[config.mk]
export PLATFORM = sky130hd
export DESIGN_NAME = multichannel_wr_arbiter
export DESIGN_NICKNAME = d
export VERILOG_FILES = /design/src/rtl/arb_pkg.sv /design/src/rtl/wr_rr_pick.sv /design/src/rtl/multichannel_wr_arbiter.sv
export SDC_FILE = /design/constraint.sdc
export NUM_CORES = 1
export LEC_CHECK = 0
export ABC_AREA = 1
export CAP_MARGIN = 10
export CORE_MARGIN = 2
export CORE_UTILIZATION = 25
export CTS_CLUSTER_DIAMETER = 150
export DETAILED_ROUTE_END_ITERATION = 8
export PLACE_DENSITY = 0.66
export SETUP_SLACK_MARGIN = 0.1
export SLEW_MARGIN = 20
export SYNTH_ARGS = -nofsm -noshare
export SYNTH_HDL_FRONTEND = slang
export SYNTH_SLANG_ARGS = --single-unit
[constraint.sdc]
create_clock -name clk -period 1.6 [get_ports clk]
set_input_delay 0.16 -clock clk [delete_from_list [all_inputs] [get_ports clk]]
set_output_delay 0.16 -clock clk [all_outputs]
set_load 0.02 [all_outputs]
[src/rtl/arb_pkg.sv]
// arb_pkg: definitions shared by the write-side and read-side channel arbiters.
//   NUM_CH      : number of arbitrated channels (4)
//   CH_W        : width of a channel index
//   arb_state_t : one-hot IDLE / GRANT / BUSY state encoding
//   ch_onehot() : channel index -> one-hot channel vector
package arb_pkg;

  localparam int NUM_CH = 4;
  localparam int CH_W   = 2;

  typedef enum logic [2:0] {
    ST_IDLE  = 3'b001,
    ST_GRANT = 3'b010,
    ST_BUSY  = 3'b100
  } arb_state_t;

  function automatic logic [NUM_CH-1:0] ch_onehot(input logic [CH_W-1:0] idx);
    ch_onehot      = '0;
    ch_onehot[idx] = 1'b1;
  endfunction

endpackage

[src/rtl/wr_rr_pick.sv]
// wr_rr_pick: combinational rotating-priority picker.
// Searches req starting at channel ptr, then ptr+1, ... (mod NUM_CH) and
// returns the first requesting channel.
// Ports:
//   req   [NUM_CH-1:0] in  : request vector
//   ptr   [CH_W-1:0]   in  : highest-priority channel this round
//   valid              out : at least one request present
//   idx   [CH_W-1:0]   out : selected channel (0 when valid is low)
module wr_rr_pick
  import arb_pkg::*;
(
  input  logic [NUM_CH-1:0] req,
  input  logic [CH_W-1:0]   ptr,
  output logic              valid,
  output logic [CH_W-1:0]   idx
);

  logic [CH_W-1:0] cand;

  // Walk the offsets from farthest to nearest so the channel closest to
  // ptr overwrites any earlier hit and wins.
  always_comb begin
    valid = 1'b0;
    idx   = '0;
    cand  = '0;
    for (int k = NUM_CH - 1; k >= 0; k--) begin
      cand = ptr + CH_W'(k);
      if (req[cand]) begin
        valid = 1'b1;
        idx   = cand;
      end
    end
  end

endmodule

[src/rtl/multichannel_wr_arbiter.sv]
// multichannel_wr_arbiter: 4-channel rotating-priority arbiter in front of a
// single AXI write master. A granted channel's address/length are latched
// and held until the burst completes.
// Optional feature: define WR_TIMEOUT_EN to add a BUSY watchdog of
// TIMEOUT_CYC cycles that releases a stuck grant and pulses wr_timeout.
// Ports:
//   clk, rst_n                    : clock, synchronous active-low reset
//   wr_req[3:0]                   : per-channel level requests
//   wr_addr0..3 / wr_len0..3      : per-channel burst address / length
//   wr_grant[3:0]                 : one-hot grant (GRANT and BUSY states)
//   wr_done                       : burst-complete pulse from the AXI master
//   axi_wr_start                  : one-cycle burst start pulse
//   axi_wr_addr / axi_wr_len      : latched burst parameters
//   wr_timeout                    : watchdog expiry pulse (0 without feature)
module multichannel_wr_arbiter
  import arb_pkg::*;
#(
  parameter int ADDR_W      = 30,
  parameter int LEN_W       = 8,
  parameter int TIMEOUT_CYC = 4096
) (
  input  logic              clk,
  input  logic              rst_n,
  input  logic [3:0]        wr_req,
  input  logic [ADDR_W-1:0] wr_addr0,
  input  logic [ADDR_W-1:0] wr_addr1,
  input  logic [ADDR_W-1:0] wr_addr2,
  input  logic [ADDR_W-1:0] wr_addr3,
  input  logic [LEN_W-1:0]  wr_len0,
  input  logic [LEN_W-1:0]  wr_len1,
  input  logic [LEN_W-1:0]  wr_len2,
  input  logic [LEN_W-1:0]  wr_len3,
  output logic [3:0]        wr_grant,
  input  logic              wr_done,
  output logic              axi_wr_start,
  output logic [ADDR_W-1:0] axi_wr_addr,
  output logic [LEN_W-1:0]  axi_wr_len,
  output logic              wr_timeout
);

  // Reject watchdog limits the counter compare cannot represent.
  if (TIMEOUT_CYC < 2) begin : g_bad_timeout_cfg
    $error("multichannel_wr_arbiter: TIMEOUT_CYC must be >= 2");
  end

  arb_state_t       state_q, state_d;
  logic [CH_W-1:0]  sel_q, sel_d;
  logic [CH_W-1:0]  ptr_q, ptr_d;
  logic [ADDR_W-1:0] addr_q, addr_d;
  logic [LEN_W-1:0] len_q, len_d;

  logic [ADDR_W-1:0] addr_arr [NUM_CH];
  logic [LEN_W-1:0]  len_arr  [NUM_CH];

  assign addr_arr[0] = wr_addr0;
  assign addr_arr[1] = wr_addr1;
  assign addr_arr[2] = wr_addr2;
  assign addr_arr[3] = wr_addr3;
  assign len_arr[0]  = wr_len0;
  assign len_arr[1]  = wr_len1;
  assign len_arr[2]  = wr_len2;
  assign len_arr[3]  = wr_len3;

  logic            pick_valid;
  logic [CH_W-1:0] pick_idx;

  wr_rr_pick u_pick (
    .req   (wr_req),
    .ptr   (ptr_q),
    .valid (pick_valid),
    .idx   (pick_idx)
  );

`ifdef WR_TIMEOUT_EN
  localparam int CNT_W = $clog2(TIMEOUT_CYC + 1);
  logic [CNT_W-1:0] cnt_q, cnt_d;
  logic             expire;

  // cnt_q holds (BUSY cycle number - 1), so expiry lands on BUSY cycle
  // TIMEOUT_CYC itself.
  assign expire = (state_q == ST_BUSY) && (cnt_q == CNT_W'(TIMEOUT_CYC - 1));
`endif

  always_comb begin
    state_d = state_q;
    sel_d   = sel_q;
    ptr_d   = ptr_q;
    addr_d  = addr_q;
    len_d   = len_q;
    case (state_q)
      ST_IDLE: begin
        if (pick_valid) begin
          state_d = ST_GRANT;
          sel_d   = pick_idx;
          addr_d  = addr_arr[pick_idx];
          len_d   = len_arr[pick_idx];
        end
      end
      ST_GRANT: state_d = ST_BUSY;
      ST_BUSY: begin
        // wr_done is checked first so it beats a same-cycle expiry.
        if (wr_done) begin
          state_d = ST_IDLE;
          ptr_d   = sel_q + CH_W'(1);
        end
`ifdef WR_TIMEOUT_EN
        else if (expire) begin
          state_d = ST_IDLE;
          ptr_d   = sel_q + CH_W'(1);
        end
`endif
      end
      default: state_d = ST_IDLE;
    endcase
  end

`ifdef WR_TIMEOUT_EN
  always_comb begin
    cnt_d = '0;
    if (state_q == ST_BUSY && state_d == ST_BUSY) begin
      cnt_d = cnt_q + CNT_W'(1);
    end
  end

  always_ff @(posedge clk) begin
    if (!rst_n) cnt_q <= '0;
    else        cnt_q <= cnt_d;
  end

  assign wr_timeout = expire && !wr_done;
`else
  assign wr_timeout = 1'b0;
`endif

  always_ff @(posedge clk) begin
    if (!rst_n) begin
      state_q <= ST_IDLE;
      sel_q   <= '0;
      ptr_q   <= '0;
      addr_q  <= '0;
      len_q   <= '0;
    end else begin
      state_q <= state_d;
      sel_q   <= sel_d;
      ptr_q   <= ptr_d;
      addr_q  <= addr_d;
      len_q   <= len_d;
    end
  end

  assign wr_grant     = (state_q == ST_GRANT || state_q == ST_BUSY) ? ch_onehot(sel_q) : '0;
  assign axi_wr_start = (state_q == ST_GRANT);
  assign axi_wr_addr  = addr_q;
  assign axi_wr_len   = len_q;

endmodule
==> impl_results.md <==
- Status: complete, but fails checks
- Failing checks: setup timing
- Clk_skew: 0.00311 ns
- Synthesis-to-finish area growth: 108%
- Top cell type's share of synthesized area: 28.7%
- Final setup TNS: -8.03 ns
- Cells after Synth: around 530
- Cts bufs inserted: 5
- Area post-placement: around 5500 sq um
- Worst setup SP type: flop
- Die area: 13,500 sq um
- Simple-gate share of the synthesized area: 45.4%
- Critical path data arrival time: 2.02 ns
- Relative slew slack: 62.2%
- Flops & latches, synth: 45
- Synth Area in XOR/XNOR: 0.279%
- Final Critical Period: between 1.5 and 2 ns
- Netlist cell types: 27
- Design area: approximately 6500 sq um
- Pwr per Cell Area: 888 nW/um^2
- Worst R2R Path Depth: 14
- Placed Cells: 889
- IO Count: around 200
- GRT Overall Usage: 17.8%
- Kind of critical path: flop to flop
- Post-Route WL: between 10,000 and 15,000 microns
- Global-route wire length before repair: 19,400 microns
- Via Count: 4,437
- Clock Tree Buf Depth: 2
- Critical Path RT: 1.78 ns
- # rows: 40
- Worst-Margin Slew: 0.567 ns
- Post-DR wirelength/cell: 16.1 microns
- Die Wd: 116 microns
- Synth area leaders: dfxtp_1, nand2_1, nand3_1
- CTS sink cnt: 45
- Syn. warnings: 0
- Total gr overflow: 0
- Max Transition Viols Final: 0
- Initial DRT Pass Iterations: 4
- Routability cong.: around 0.8
- Initial Utilization: 25.9%
- Final cell count without fillers: 919
- # hold bufs at CTS: 0
- HPWL after DPL: 9260 microns
- Fmax: 0.543 GHz
- Root buf cell: clkbuf_16
- Top cell type by total area after synthesis: dfxtp_1
- Pin count of the biggest net entering global routing: 45
- VDD IR max: 0.000515 V
- CTS tree: done
- Mean Syn Cell Area: 5.91 sq um
- Largest family of logic cells by synthesized area: simple AND/OR/NAND/NOR gates
- Mux share of post-synthesis cell area: 0%
- Initial drt markers: 207
- Vias in the first global route: ~4.2k
- Worst setup EP type: flop
- Final WS setup: -0.240 ns
- Initial antenna violation count: 0
- # DRC: 0
- Core Area: 12,100 sq um
- Routed Antenna Nets: 0
- Setup violators final: between 40 and 50
- Post-Synthesis Cell Area: 3140 sq um
- Leakage: 2.73 nW
- Final period util: 115%
- Most frequent cells in the layout: clkdlybuf4s50_1, nand2_1, nand3_1, dfxtp_1, nand2_2
- Vias per inst: 4.83
- Seq/Total Area, Yosys: about 29%
- H-Tree Depth: 2
- Most common cell after layout, fill and taps aside: clkdlybuf4s50_1
- Die boundary height: around 120 microns
- RSZ-0062 raised after global routing: true
- Final hold vios: 0
- Worst-path fanout max: 8
- Post-synth net total: 694
- Clk_lat worst skew: 0.28 ns
- Hold WC Path Type: input port to flop
- Ant. Diodes: 0
- Clock-pin slew on the worst setup and hold paths: 0.06 ns
- Post-synthesis compound-gate area fraction: between 10% and 20%
- Post-Synth Adder-Cell Area: between 1.5 and 2%
- Port Buffers: 201
- Max_cap viols: 0
- Share of cells above drive strength 1: 22.6%
- Cells on Worst Hold Path: 3
- Final layout net count: 913
==> worst paths after layout <==
path                  startpoint         endpoint  slack (ns)
hold reg to reg   axi_wr_addr[9]   axi_wr_addr[9]        0.52
hold / removal      wr_addr1[10]  axi_wr_addr[10]        0.49
setup reg to reg        ptr_q[0]  axi_wr_addr[25]       -0.24
setup / recovery        ptr_q[0]  axi_wr_addr[25]       -0.24
==> worst max-delay path, cell delays in order, from the launching register on <==
cell     delay (ns)
dfxtp_4        0.37
buf_12         0.14
xnor2_4        0.17
nand2_4        0.09
nand2_2        0.07
inv_2          0.04
nand2_2        0.07
nand2_2        0.07
nand2_4        0.10
inv_4          0.05
nor2_4         0.16
buf_6          0.16
nand2_1        0.08
a21oi_2        0.11
nor2_1         0.05
==> cell usage after synthesis <==
| master | instances |
|---|---|
| nand2_2 | 1 |
| nand3_1 | 110 |
| xnor2_1 | 1 |
| nand3b_1 | 1 |
| inv_1 | 22 |
| buf_6 | 5 |
| inv_2 | 4 |
| buf_2 | 17 |
| nor3_1 | 2 |
| o21a_1 | 1 |
| buf_1 | 4 |
| o21ai_1 | 5 |
| conb_1 | 1 |
| a211oi_1 | 1 |
| dfxtp_1 | 45 |
| buf_4 | 2 |
| nor2_1 | 24 |
| o21ai_0 | 38 |
| nand2_1 | 184 |
| a21oi_1 | 42 |
| nand2_4 | 2 |
| nor2_4 | 1 |
| ha_1 | 4 |
| nand3_2 | 1 |
| clkbuf_1 | 11 |
| nor2_2 | 1 |
| nand3_4 | 1 |
==> stage by stage <==
step	setup slack, ns	power (W)	utilization (%)	hold slack (ns)
floorplan	-0.0439	0.00289	-	0.296
global route	-0.345	0.00613	53.8	0.495
finish	-0.240	0.00578	53.8	0.489
global placement	-0.380	0.00412	45.2	0.506
CTS	-0.162	0.00537	47.8	0.477
detailed placement	-0.482	0.00415	45.2	0.507
==> layout make-up <==
cell class / instances / area [sq um]
inverters: 26 / 108
flip-flops and latches: 45 / 913
clock buffers: 7 / 153
fillers: 1178 / 5600
well taps: 168 / 210
multi-input cells: 422 / 2380
repair buffers: 250 / 2750
clock inverters: 1 / 5.00
==> state kept, by name, summed over array words and instances (netlist names) <==
signal / cells
axi_wr_addr: 30
axi_wr_len: 8
ptr_q: 2
sel_q: 2
state_q: 3
==> power by group <==
part / internal (W) / switching (W) / total (W)
clock: 0.000662 / 0.000434 / 0.00110
sequential: 0.00141 / 0.000173 / 0.00158
combinational: 0.00152 / 0.00158 / 0.00310
total: 0.00359 / 0.00219 / 0.00578
==> cells by family (layout without fill, tap and decap cells) <==
kind of cell             Yosys count  after routing
flip-flops                        45             45
other                              1              1
XOR/XNOR                           1              1
adder cells (fa/ha/maj)            4              4
AO/OA/AOI/OAI                     87             87
buffers and inverters             65            284
AND/OR/NAND/NOR                  328            329
==> layer usage <==
metal	global-route usage (%)	part of all wire (%)	vias to the layer above
met2	33.3	49	200
met5	0	0	-
met4	4.92	2.6	0
met1	20.0	40	2013
met3	4.24	8.2	30
li1	-	-	2194
==> what timing repair did <==
item,4_1_cts,5_1_grt
pin swaps,2,16
buffers inserted,0,6
setup endpoints to repair,47,48
resized for setup,71,120
gates cloned,2,15
(Power assumes the default switching activity.)
